`src/rtl/layer_serializer.sv`:
```
// Collects the parallel outputs of one neuron layer into a holding buffer, then
// replays them as a gap-free serial word stream starting at neuron 0.
module layer_serializer #(
    parameter int NN        = 30,
    parameter int dataWidth = 16
) (
    input  logic                      clk,
    input  logic                      rst,
    input  logic [NN-1:0]             i_valid,
    input  logic [NN*dataWidth-1:0]   x_in,
    output logic                      o_valid,
    output logic [dataWidth-1:0]      x_out,
    output logic                      o_last,
    output logic [$clog2(NN)-1:0]     o_idx,
    output logic                      busy,
    output logic                      overflow
);

    localparam int IW = $clog2(NN);
    localparam logic [IW-1:0] LAST_IDX = IW'(NN - 1);

    localparam logic [0:0] COLLECT = 1'b0;
    localparam logic [0:0] SHIFT   = 1'b1;

    logic [0:0]           state_q, state_d;
    logic [NN-1:0]        mask_q, mask_d;
    logic [IW-1:0]        idx_q, idx_d;
    logic                 ovf_q, ovf_d;
    logic [dataWidth-1:0] buf_q [NN];
    logic [NN-1:0]        buf_we;
    logic [NN-1:0]        mask_new;

    always_comb begin
        state_d  = state_q;
        mask_d   = mask_q;
        idx_d    = idx_q;
        ovf_d    = ovf_q;
        buf_we   = '0;
        mask_new = mask_q | i_valid;
        case (state_q)
            COLLECT: begin
                // Only first arrivals are captured; a repeat for a neuron already held is an error.
                buf_we = i_valid & ~mask_q;
                if (|(i_valid & mask_q)) ovf_d = 1'b1;
                if (&mask_new) begin
                    state_d = SHIFT;
                    idx_d   = '0;
                    mask_d  = '0;
                end else begin
                    mask_d = mask_new;
                end
            end
            SHIFT: begin
                if (|i_valid) ovf_d = 1'b1;
                if (idx_q == LAST_IDX) begin
                    idx_d   = '0;
                    state_d = COLLECT;
                end else begin
                    idx_d = idx_q + 1'b1;
                end
            end
            default: begin
                state_d = COLLECT;
                idx_d   = '0;
                mask_d  = '0;
            end
        endcase
    end

    always_ff @(posedge clk or posedge rst) begin
        if (rst) begin
            state_q <= COLLECT;
            mask_q  <= '0;
            idx_q   <= '0;
            ovf_q   <= 1'b0;
        end else begin
            state_q <= state_d;
            mask_q  <= mask_d;
            idx_q   <= idx_d;
            ovf_q   <= ovf_d;
        end
    end

    // Buffer contents are don't-care after reset, so no reset term is needed here.
    always_ff @(posedge clk) begin
        for (int i = 0; i < NN; i++) begin
            if (buf_we[i]) buf_q[i] <= x_in[i*dataWidth +: dataWidth];
        end
    end

    always_comb begin
        busy     = (state_q == SHIFT);
        o_valid  = busy;
        o_last   = busy && (idx_q == LAST_IDX);
        o_idx    = busy ? idx_q : '0;
        x_out    = busy ? buf_q[idx_q] : '0;
        overflow = ovf_q;
    end

endmodule

```
`config.mk`:
```
export PLATFORM = sky130hd
export DESIGN_NAME = layer_serializer
export DESIGN_NICKNAME = d
export VERILOG_FILES = /design/src/rtl/layer_serializer.sv
export SDC_FILE = /design/constraint.sdc
export NUM_CORES = 1
export LEC_CHECK = 0
export ABC_AREA = 1
export CELL_PAD_IN_SITES_DETAIL_PLACEMENT = 1
export CELL_PAD_IN_SITES_GLOBAL_PLACEMENT = 1
export CORE_MARGIN = 4
export CORE_UTILIZATION = 27
export CTS_CLUSTER_DIAMETER = 100
export DETAILED_ROUTE_END_ITERATION = 10
export HOLD_SLACK_MARGIN = 0.06
export PLACE_DENSITY_LB_ADDON = 0.05
export SLEW_MARGIN = 40
export SYNTH_ARGS = -nofsm -noshare
export SYNTH_HDL_FRONTEND = slang
export SYNTH_SLANG_ARGS = --single-unit
```
`constraint.sdc`:
```
create_clock -name clk -period 6.85 [get_ports clk]
set_clock_uncertainty 0.15 [all_clocks]
set_input_delay 1.37 -clock clk [delete_from_list [all_inputs] [get_ports clk]]
set_output_delay 1.37 -clock clk [all_outputs]
set_load 0.05 [all_outputs]
```
==> out/metrics.cfg <==
[status]
outcome = finished, final reports clean

[synth]
yosysWarnings = 0
ys_seq_area_share_pct = 67.6
syn-cell-area_sq_um = 22700
synth_cell_types = 24
syn_area_per_cell_sq_um = 9.88
ys_ff_latch = 517
syn_nets = 2811
synthCells = 2297

[sta]
finalCritPeriodShare_pct = 83.1
finalSetupViolCount = 0
tightest_slew_ns = 0.849
fin_crit_ns = 5.69
fin_tns_setup_ns = 0
hold_viol = 0
report.final.slew_viol_count = 0
grt_setup_unrepaired = false
fmax_mhz = 176
max_slew_margin_pct = 43.4

[floorplan]
die_width_um = 298
rows = 106
die_h_um = 298
ioPinCount = 537
core_area_sq_um = 83400
dieArea_sq_um = 88800
start_util_pct = 27.2

[layout]
drive_gt1_share_pct = 6.20
final_cell_mix = 851 x nand2_1, 536 x clkdlybuf4s50_1, 480 x edfxtp_1, 329 x inv_1, 265 x nand3_1
design_area_sq_um = 31500
final_common_cell = nand2_1
utilization_pct = 37.8
fin_nets = 3356
syn_to_final_growth_pct = 38.9

[global_routing]
grt_pass1_vias = 19600
track_usage_pct = 21.9
grt_antenna_before_repair = 24
overflow = 0
grt_pass1_wl_mm = 140
grt_start_max_net_pins = 150

[pwr]
power_uw = 11700
power_switching_uw = 4740
share_comb_of_total_power_pct = 37.6
leakagePower_uw = 0.0130
clkPwrFrac_pct = 28.2
pwr-share-seq_pct = 34.2
internal_power_uw = 6960
peakVddDrop_mv = 0.326
powerDensity_nw_per_um2 = 371
swShare_pct = 40.5

[placement]
gp_congestion = 0.803
place_hpwl_mm = 73.8
place_area_sq_um = 29500
port-buffer-count = 536

[setup_path]
reg2reg_depth = 4
max_stage_delay_ns = 0.85
path_max_fanout = 94
start_kind = flop
required_ns = 5.33
r2r_start = busy$_DFF_PP0_
criticalPathCategory = flop to primary output
critical-path-top-cell-by-count = nand2_1
cp.arrival_ns = 4.17
path_cells = inv_8 > buf_12 > nand2_1 > nand2_1 > nand2_1 > nand3_1 > nand3_1 > nand2_1 > nand2_1 > nand2_1 > clkdlybuf4s50_1
cp_slowest_cell = clkdlybuf4s50_1
cp-startpoint = idx_q[0]$_DFFE_PP0P_
end_kind = primary output

[clock_network]
post_cts.repair.setup_buffers = 0
cts_inserted_buffers = 66
cts-root-buf = clkbuf_16
cts_tree = yes
path_clk_slew_ns = 0.06
cts_hold_buf = 0
clkLatencyLatePin_ns = 0.61
htreeDepth = 3
ctsResizeCount = 0
clockBufferDepth = 3
clock-sinks = 517

[detailed_routing]
first_pass_iters = 5
top_layer = met5
wl_mm = 98.9
via_count = 18000
ant_nets = 0
wl_met1_mm = 42.7
wl_met3_mm = 4.63
drc = 0
wl_per_cell_um = 24.8
wl_met2_mm = 49.5
dr.first_iter.drc_count = 1197
via_per_inst = 4.52

[job]
max_cap_viol_count = 0

[worst_hold_path]
min-delay-start = overflow$_DFFE_PP0P_
min_delay_path_depth = 2
holdCritPathClass = flop to flop

-- kinds of logic (layout without fill, tap and decap cells) --
kind of cell               Yosys count  after routing  synth area share [%]
buffers and inverters              442           1034                  7.79
and+or+nand+nor                   1237           1237                  22.2
other                                0             15                     0
adders and majority gates            2              2                 0.110
DFF                                517            517                  67.6
xor gates and xnor gates             3              3                 0.116
AOI/OAI and AO/OA                   96             96                  2.17
-- routing by layer --
metal,vias to the layer above,global-route usage (%)
met2,464,37.6
li1,8536,-
met5,-,0
met1,8907,28.1
met4,14,5.96
met3,106,4.42
-- synthesized netlist by cell type (all sizes together) --
library cell	number	share of area (%)
nand2	851	14
edfxtp	480	64
inv	335	5.5
nand3	265	5.8
buf	78	1.8
nor2	74	1.2
o21ai	62	1.4
nor3	41	0.90
dfrtp	37	4.1
a21oi	29	0.64
clkbuf	28	0.46
o21bai	5	0.17
nand4	3	0.083
ha	2	0.11
or2	2	0.055
xor2	2	0.077
clkinv	1	0.017
nand3b	1	0.033
xnor2	1	0.039
-- worst paths after layout --
kind / end / slack (ns)
setup / recovery: x_out[1] / 1.16
hold / removal: overflow$_DFFE_PP0P_ / 0.32
setup reg to reg: buf_q[13][12]$_DFFE_PP_ / 4.40
hold reg to reg: overflow$_DFFE_PP0P_ / 0.32
max in group asynchronous: idx_q[1]$_DFFE_PP0P_ / 5.03
min in group asynchronous: mask_q[11]$_DFFE_PP0N_ / 1.07
-- power groups by stage --
stage          clock network (uW)  logic, uW  registers (uW)
4_1_cts                      3410       4520            4010
2_1_floorplan                   0       2670            3940
3_3_place_gp                    0       4470            4060
6_report                     3300       4400            4000
5_1_grt                      3530       4880            4040
3_5_place_dp                    0       4500            4070
-- critical path, delay by kind of cell (launching register included) --
| kind | cells | cell delay [ns] |
|---|---|---|
| simple gates | 8 | 0.93 |
| buf+inv | 3 | 1.78 |
| flops | 1 | 0.66 |
-- registers in the layout, indices dropped and copies added (netlist names) --
signal    flops
buf_q       480
mask_q       30
idx_q         5
busy          1
overflow      1
-- stage by stage --
stage               hold WS [ns]  setup slack, ns  cells
floorplan                  0.319             3.22   2297
global placement           0.308             1.79   3854
detailed placement         0.308             1.74   3854
CTS                        0.330             1.07   3969
global route               0.344            0.889   3981
finish                     0.324             1.16   3984
-- cell type report --
cell class / count / area (sq um)
antenna: 15 / 37.5
clock buffer: 80 / 1710
clock inverter: 35 / 303
fill: 9300 / 51900
inverter: 336 / 1270
multi-input combinational: 1338 / 5740
sequential: 517 / 15300
tap: 1080 / 1350
timing repair buffer: 583 / 5740
(Power assumes the default switching activity.)
